File: src/rtl/uart_pkg.sv
// Shared definitions for the UART receive path: state encodings, default
// oversampling ratio and data width.
package uart_pkg;

    localparam int OVERSAMPLE_DEF = 16;
    localparam int DATA_W         = 8;

    typedef enum logic [1:0] {
        IDLE  = 2'd0,
        START = 2'd1,
        DATA  = 2'd2,
        STOP  = 2'd3
    } uart_state_e;

endpackage

File: src/rtl/uart_sync2.sv
// Two-flop synchronizer for a single asynchronous input, with a selectable
// reset value so idle-high and idle-low lines can both use it.
module uart_sync2 #(
    parameter logic RST_VAL = 1'b1
) (
    input  logic clock,
    input  logic reset,
    input  logic d,
    output logic q
);

    logic meta;

    always_ff @(posedge clock or posedge reset) begin
        if (reset) begin
            meta <= RST_VAL;
            q    <= RST_VAL;
        end else begin
            meta <= d;
            q    <= meta;
        end
    end

endmodule

File: src/rtl/uart_rx_os16.sv
// 8N1 UART receiver driven by an external oversampling strobe; recovers bytes
// into a one-byte holding register with ready / frame_err / overrun status.
module uart_rx_os16
    import uart_pkg::*;
#(
    parameter int OVERSAMPLE = OVERSAMPLE_DEF
) (
    input  logic              clock,
    input  logic              reset,
    input  logic              sample,
    input  logic              rxd,
    input  logic              rd,
    output logic [DATA_W-1:0] dout,
    output logic              ready,
    output logic              frame_err,
    output logic              overrun,
    output logic [1:0]        CS
);

    localparam int            TW     = $clog2(OVERSAMPLE);
    localparam logic [TW-1:0] T_HALF = TW'(OVERSAMPLE / 2 - 1);
    localparam logic [TW-1:0] T_LAST = TW'(OVERSAMPLE - 1);

    uart_state_e       state, state_nxt;
    logic [TW-1:0]     tick_cnt, tick_nxt;
    logic [2:0]        bit_cnt, bit_nxt;
    logic [DATA_W-1:0] sr, sr_nxt;
    logic              armed, armed_nxt;
    logic              rxd_s;
    logic              stop_ok, stop_bad;

    uart_sync2 #(.RST_VAL(1'b1)) u_sync (
        .clock (clock),
        .reset (reset),
        .d     (rxd),
        .q     (rxd_s)
    );

    always_ff @(posedge clock or posedge reset) begin
        if (reset) begin
            state    <= IDLE;
            tick_cnt <= '0;
            bit_cnt  <= '0;
            sr       <= '0;
            armed    <= 1'b0;
        end else begin
            state    <= state_nxt;
            tick_cnt <= tick_nxt;
            bit_cnt  <= bit_nxt;
            sr       <= sr_nxt;
            armed    <= armed_nxt;
        end
    end

    always_comb begin
        state_nxt = state;
        tick_nxt  = tick_cnt;
        bit_nxt   = bit_cnt;
        sr_nxt    = sr;
        armed_nxt = 1'b0;
        stop_ok   = 1'b0;
        stop_bad  = 1'b0;
        case (state)
            IDLE: begin
                // A start edge only counts once the line has been seen high.
                armed_nxt = armed;
                if (sample) begin
                    if (rxd_s) begin
                        armed_nxt = 1'b1;
                    end else if (armed) begin
                        state_nxt = START;
                        tick_nxt  = '0;
                        armed_nxt = 1'b0;
                    end
                end
            end
            START: begin
                if (sample) begin
                    if (tick_cnt == T_HALF) begin
                        tick_nxt = '0;
                        if (rxd_s) begin
                            state_nxt = IDLE;
                        end else begin
                            state_nxt = DATA;
                            bit_nxt   = '0;
                        end
                    end else begin
                        tick_nxt = tick_cnt + TW'(1);
                    end
                end
            end
            DATA: begin
                if (sample) begin
                    if (tick_cnt == T_LAST) begin
                        sr_nxt   = {rxd_s, sr[DATA_W-1:1]};
                        tick_nxt = '0;
                        bit_nxt  = bit_cnt + 3'd1;
                        if (bit_cnt == 3'd7) begin
                            state_nxt = STOP;
                        end
                    end else begin
                        tick_nxt = tick_cnt + TW'(1);
                    end
                end
            end
            STOP: begin
                if (sample) begin
                    if (tick_cnt == T_LAST) begin
                        state_nxt = IDLE;
                        tick_nxt  = '0;
                        stop_ok   = rxd_s;
                        stop_bad  = ~rxd_s;
                    end else begin
                        tick_nxt = tick_cnt + TW'(1);
                    end
                end
            end
            default: begin
                state_nxt = IDLE;
                tick_nxt  = '0;
            end
        endcase
    end

    // A read in the same clock as a completing byte clears the old status
    // first; the completing byte's own outcome then takes precedence.
    always_ff @(posedge clock or posedge reset) begin
        if (reset) begin
            dout      <= '0;
            ready     <= 1'b0;
            frame_err <= 1'b0;
            overrun   <= 1'b0;
        end else begin
            if (rd) begin
                ready     <= 1'b0;
                frame_err <= 1'b0;
                overrun   <= 1'b0;
            end
            if (stop_ok) begin
                dout  <= sr;
                ready <= 1'b1;
                if (ready && !rd) begin
                    overrun <= 1'b1;
                end
            end
            if (stop_bad) begin
                frame_err <= 1'b1;
            end
        end
    end

    assign CS = state;

endmodule
File: config.mk
export PLATFORM = sky130hd
export DESIGN_NAME = uart_rx_os16
export DESIGN_NICKNAME = d
export VERILOG_FILES = /design/src/rtl/uart_pkg.sv /design/src/rtl/uart_sync2.sv /design/src/rtl/uart_rx_os16.sv
export SDC_FILE = /design/constraint.sdc
export NUM_CORES = 1
export LEC_CHECK = 0
export ABC_AREA = 0
export BUFFER_PORTS_ARGS = -buffer_cell sky130_fd_sc_hd__buf_2
export CAP_MARGIN = 20
export CELL_PAD_IN_SITES_DETAIL_PLACEMENT = 0
export CELL_PAD_IN_SITES_GLOBAL_PLACEMENT = 1
export CORE_MARGIN = 1.5
export CORE_UTILIZATION = 30
export CTS_BUF_LIST = sky130_fd_sc_hd__clkbuf_8
export CTS_CLUSTER_DIAMETER = 50
export DETAILED_ROUTE_END_ITERATION = 6
export GPL_TIMING_DRIVEN = 0
export PLACE_DENSITY = 0.65
export REMOVE_ABC_BUFFERS = 1
export SLEW_MARGIN = 5
export SYNTH_ARGS = -nofsm -noshare
export SYNTH_HDL_FRONTEND = slang
export SYNTH_SLANG_ARGS = --single-unit
File: constraint.sdc
create_clock -name clock -period 2.75 [get_ports clock]
set_input_delay 0.4125 -clock clock [delete_from_list [all_inputs] [get_ports clock]]
set_output_delay 0.4125 -clock clock [all_outputs]
set_load 0.02 [all_outputs]
==> results of run 1 <==
layout make-up:
type | instances | area [um2]
clock buffer | 6 | 82.6
clock inverter | 2 | 35.0
fill | 435 | 2720
inverter | 5 | 18.8
multi-input combinational | 60 | 509
sequential | 31 | 778
tap | 52 | 65.1
timing repair buffer | 18 | 113
sequential cells by signal (all words and copies together) (netlist names), named ones only:
signal and flops:
tick_cnt 4, CS 1, u_sync.meta 1, ready 1, dout 8, frame_err 1, overrun 1, u_sync.q 1
bit_cnt 3, armed 1, sr 8
where the power goes:
| group | leakage, uW | total, uW | internal (uW) | switching, uW |
|---|---|---|---|---|
| logic | 0.000332 | 214 | 88.2 | 126 |
| clock network | 0.0000612 | 457 | 293 | 164 |
| registers | 0.000418 | 569 | 502 | 67.1 |
logic make-up after synthesis:
kind of cell | Yosys count | share of synthesized area
compound gates | 15 | 0.0865
fa+ha+maj | 3 | 0.0279
buf+inv | 9 | 0.0428
flops | 31 | 0.579
mux | 18 | 0.150
simple gates | 24 | 0.114
path summary, 6_finish.rpt:
kind,from,cells past startpoint,end
worst min register to register,u_sync.meta$_DFF_PP1_,0,u_sync.q$_DFF_PP1_
worst max register to register,tick_cnt[0]$_DFFE_PP0P_,5,bit_cnt[0]$_DFFE_PP0P_
min in group clock,rxd,1,u_sync.meta$_DFF_PP1_
worst min-delay path,reset,2,bit_cnt[1]$_DFFE_PP0P_
max in group asynchronous,reset,3,u_sync.meta$_DFF_PP1_
worst max-delay path,tick_cnt[0]$_DFFE_PP0P_,5,bit_cnt[0]$_DFFE_PP0P_
per-stage QoR:
step	hold slack, ps	worst slack, ps	cells	area [um2]	power, uW
after global routing	205	816	174	1600	1320
final	225	924	174	1600	1240
after detailed placement	355	945	166	1480	793
after floorplan	345	1120	96	1310	719
after global placement	347	996	165	1460	774
after CTS	218	936	174	1600	1260
Yosys cell counts:
cell,count,area share
nand4b_1,1,0.0065
nand3_1,2,0.0074
nand2_1,5,0.014
a32o_1,1,0.0074
ha_1,3,0.028
a311oi_2,1,0.011
and4_4,1,0.0084
and3_4,1,0.0084
o32ai_1,1,0.0065
o21ba_2,1,0.0074
buf_6,3,0.025
o41ai_1,1,0.0065
or4_1,1,0.0056
o21ai_0,4,0.015
o22ai_1,2,0.0093
and2b_1,1,0.0056
o21ai_2,1,0.0065
clkbuf_2,1,0.0037
dfstp_2,2,0.039
and2b_2,1,0.0065
nand4_4,1,0.016
or2_2,1,0.0047
a21oi_1,1,0.0037
a22o_1,2,0.013
and3_1,1,0.0047
nor3_1,1,0.0037
nor2_1,5,0.014
mux2_2,17,0.14
dfrtp_1,29,0.54
nand2b_1,2,0.0093
inv_1,5,0.014
mux2i_1,1,0.0074
critical path, stage by stage, from the launching register on:
cell and delay [ps]:
dfrtp_1 400, ha_1 280, and4_4 300, and3_4 310, o32ai_1 150, mux2_2 290
per-layer routing:
metal | wire length (um) | share of wire | up-vias | GRT usage
li1 | - | - | 398 | -
met1 | 1040 | 0.44 | 419 | 0.134
met2 | 1140 | 0.49 | 21 | 0.181
met3 | 130 | 0.056 | 5 | 0.0433
met4 | 34 | 0.015 | 0 | 0.0534
met5 | 0 | 0 | - | 0
==> results.cfg, run 1 <==
[run_status]
status = finished clean

[sta]
rsz0062_at_grt = no
maxSlewHeadroom = 0.546
finClkSkew_ps = 3.62
setup_tns_ps = 0
setup_violations = 0
fmaxAchievable_mhz = 548
min_period_ps = 1830
final_hold_viol_count = 0
slew_viol_final = 0
post-route-period-util = 0.664
max_slew.worst_pin.slew_ps = 681

[setup_path]
critPathCaptureType = flip-flop
path_class = reg2reg
cp-start-kind = flip-flop
rrSetupSlack_ps = 920
crit_fanout = 12
arrival_ps = 1990
critPathRequiredTime_ps = 2920

[finish]
fin_nets = 129
antennaDiodeCount = 0
area_growth_pct = 19.1
final_common_cell = dfrtp_1
drive_gt1_frac = 0.434
final_util = 0.370
layout_common_cells = dfrtp_1, mux2_2, buf_2

[place]
port_buffers = 17
dp.final_hpwl_um = 1680
place.gp.congestion = 0.668

[clocking]
cts_buffer_depth = 2
post_cts_buffers = 0
cts_hold_buf = 0
clk_pin_slew_worst_paths_ps = 60
clock_sinks = 31
cts_root_buf = clkbuf_8
cts_tree = built
h-tree-depth = 2
cts.repair.resized = 0
cts_inserted_buffers = 5
clk_latency_ps = 280

[floorplanning]
core_um2 = 4320
die_w_um = 70.0
die_area_um2 = 4890
rows = 24
die_h_um = 70.0
start_util = 0.311
ios = 18

[drt]
via_count = 843
drc_errors = 0
drtAntennaViolNets = 0
vias_per_cell = 4.84
wl_per_cell_um = 13.4
drt_iter0_markers = 33
dr.pass1.iters = 4
wirelength_um = 2340

[synth]
synth-seq-cells = 31
ys_seq_area_frac = 0.579
synthCells = 100
synth_area_um2 = 1350
yosysUniqueCellTypes = 32
yosysWarnings = 0
postSynthAreaPerCell_um2 = 13.5

[global_route]
grt_pass1_vias = 922
grt_overflow_total = 0
grt_pass1_wl_um = 4290
grt_max_degree = 18
antenna_found_initial = 0
track_usage = 0.113

[run]
cap_violations = 0

[min_path]
hp-class = in2async

[power_and_ir_drop]
peakVddDrop_v = 0.000282
powerDensity_nw_per_um2 = 774
power.leakage_uw = 0.000811
Note: power is estimated with default switching activity, not from simulation.
==> run 2, diff against run 1 <==
--- a/config.mk
+++ b/config.mk
@@ -5,7 +5,7 @@
 export SDC_FILE = /design/constraint.sdc
 export NUM_CORES = 1
 export LEC_CHECK = 0
-export ABC_AREA = 0
+export ABC_AREA = 1
 export BUFFER_PORTS_ARGS = -buffer_cell sky130_fd_sc_hd__buf_2
 export CAP_MARGIN = 20
 export CELL_PAD_IN_SITES_DETAIL_PLACEMENT = 0
@@ -16,7 +16,7 @@
 export CTS_CLUSTER_DIAMETER = 50
 export DETAILED_ROUTE_END_ITERATION = 6
 export GPL_TIMING_DRIVEN = 0
-export PLACE_DENSITY = 0.65
+export PLACE_DENSITY = 0.69
 export REMOVE_ABC_BUFFERS = 1
 export SLEW_MARGIN = 5
 export SYNTH_ARGS = -nofsm -noshare
==> constraint.sdc (replaced) <==
create_clock -name clock -period 1.5 [get_ports clock]
set_input_delay 0.225 -clock clock [delete_from_list [all_inputs] [get_ports clock]]
set_output_delay 0.225 -clock clock [all_outputs]
set_load 0.02 [all_outputs]
==> run 2 against run 1 <==
Clock power up 43%. Maximum frequency increased by 31%. Combinational power increased to 2.7 times the previous value. Flip-flop and latch count is the same. Register-to-register slack worse by 810 ps. Critical path type unchanged. Critical endpoint is now dout[5]$_DFFE_PP0P_. Largest cell class unchanged.
==> results.cfg, run 2 <==
[finish]
antennaDiodeCount = 0
area_growth_pct = 22.0
layout_common_cells = nand2_1, dfrtp_1, inv_1
fin_nets = 188
final_common_cell = nand2_1
final_util = 0.378
reg_top3 = dout x8, sr x8, tick_cnt x4
n_fill_cell = 487
drive_gt1_frac = 0.317

[global_route]
grt_pass1_wl_um = 4450
antenna_found_initial = 0
grt_max_degree = 21
track_usage = 0.111
grt_pass1_vias = 1045
grt_overflow_total = 0

[clocking]
clock_sinks = 31
clk_latency_ps = 280
cts_inserted_buffers = 5
cts_buffer_depth = 2
cts_root_buf = clkbuf_8
clk_pin_slew_worst_paths_ps = 60
h-tree-depth = 2
cts_tree = built

[run_status]
status = finished clean

[floorplanning]
core_um2 = 4690
die_w_um = 72.6
die_area_um2 = 5270
die_h_um = 72.6
rows = 25
ios = 18
start_util = 0.310

[power_and_ir_drop]
p_int_uw = 1520
power.leakage_uw = 0.000869
clockPowerShare = 0.283
seq_power_share = 0.464
powerDensity_nw_per_um2 = 1300
power_switching_uw = 796
swShare = 0.344
pwr-share-comb = 0.254
peakVddDrop_v = 0.000730

[synth]
synth_edf_count = 0
synth.top_cell.area_share = 0.500
synth_area_leaders = dfrtp_1, nand2_1, o21ai_2
yosysTopAreaCell = dfrtp_1
synth-seq-cells = 31
synth_most_common_cell = nand2_1
yosysWarnings = 0
yosysUniqueCellTypes = 22
synth_area_um2 = 1450
synthTopCellsByCount = nand2_1, dfrtp_1, inv_1, o21ai_2, nand3_1
synth_flop_cell = dfrtp_1
postSynthAreaPerCell_um2 = 9.49
ys_seq_area_frac = 0.536
synthCells = 153
ys_async_sr_fraction = 1.00

[sta]
finClkSkew_ps = 5.75
slew_viol_final = 0
max_slew.worst_pin.slew_ps = 537
post-route-period-util = 0.926
setup_slack_ps = 110
maxSlewHeadroom = 0.641
min_period_ps = 1390
setup_violations = 0
fmaxAchievable_mhz = 720
final_hold_viol_count = 0

[place]
place.gp.congestion = 0.781
pre_cts_slack_ps = -152
dp.final_hpwl_um = 1770
port_buffers = 17

[drt]
wl_per_cell_um = 10.5
vias_per_cell = 4.32
dr.pass1.iters = 4
drtAntennaViolNets = 0
via_count = 1010
drt_iter0_markers = 46
drc_errors = 0
wirelength_um = 2460

[setup_path]
critPathCaptureType = flip-flop
arrival_ps = 1560
path_class = reg2reg
cp-start-kind = flip-flop
crit_fanout = 16
critPathRequiredTime_ps = 1670

[min_path]
hp-class = in2reg

[run]
cap_violations = 0
-- run 2: cell types whose count changed after synthesis, sizes merged, moves of 4 or more --
cell | previous run | this run
inv | 5 | 20
nand2 | 5 | 48
nand3 | 2 | 9
o21ai | 5 | 23
mux2 | 17 | 0
nor2 | 5 | 9
-- run 2: area by class of cell --
cell class / instances / area (um2) / area share
Tap cell: 54 / 67.6 / 0.0381
Clock buffer: 6 / 82.6 / 0.0466
Inverter: 20 / 75.1 / 0.0423
Timing Repair Buffer: 23 / 178 / 0.100
Clock inverter: 1 / 5.00 / 0.00282
Multi-Input combinational cell: 99 / 587 / 0.331
Sequential cell: 31 / 778 / 0.439
-- run 2: worst paths after layout --
kind	start	cells past startpoint	slack (ps)	endpoint
max reg2reg	tick_cnt[0]$_DFFE_PP0P_	7	110	dout[5]$_DFFE_PP0P_
max	tick_cnt[0]$_DFFE_PP0P_	7	110	dout[5]$_DFFE_PP0P_
min	rxd	1	50	u_sync.meta$_DFF_PP1_
min reg2reg	u_sync.meta$_DFF_PP1_	0	360	u_sync.q$_DFF_PP1_
min in group asynchronous	reset	3	540	frame_err$_DFFE_PP0P_
max in group asynchronous	reset	4	400	u_sync.meta$_DFF_PP1_
-- run 2: kinds of logic after synthesis --
kind of cell	Yosys count	share of synthesized area
fa+ha+maj	3	0.0258
compound gates	26	0.137
simple gates	69	0.225
flops	31	0.536
buf+inv	23	0.0706
xor+xnor	1	0.00603
-- run 2: layer usage --
layer	vias up	GRT usage	part of all wire
li1	534	-	-
met1	454	0.137	0.50
met2	16	0.173	0.45
met3	6	0.0497	0.037
met4	0	0.0377	0.015
met5	-	0	0
-- run 2: worst max-delay path: stages, from the launching register on --
cell	delay (ps)
dfrtp_1	420
ha_4	160
nand2_2	70
nor2_4	200
nand4_4	130
buf_12	170
nand2_1	70
o21ai_2	50
-- run 2: repair_timing --
item                                    CTS  global route
endpoints found under the setup margin   12            19
buffers inserted                          3             1
hold buffers                              1             0
cloned                                    0             0
pin swaps                                 2             2
hold endpoints to repair                  8             0
resized for setup                         0             3
-- run 2: power groups by stage --
stage	registers [uW]	logic (uW)	clock network [uW]
finish	1070	586	654
global route	1090	682	719
CTS	1060	569	677
detailed placement	1070	558	0
global placement	1070	545	0
floorplan	1080	407	0
-- run 2: per-stage QoR --
step,setup TNS (ps),std cells,power [uW],hold WS [ps],instance area [um2]
2_1_floorplan,0,150,1480,229,1430
3_3_place_gp,-1170,221,1620,331,1580
3_5_place_dp,-1190,222,1630,300,1610
4_1_cts,0,233,2300,37.1,1750
5_1_grt,-8.88,234,2490,25.9,1770
6_report,0,234,2310,45.8,1770
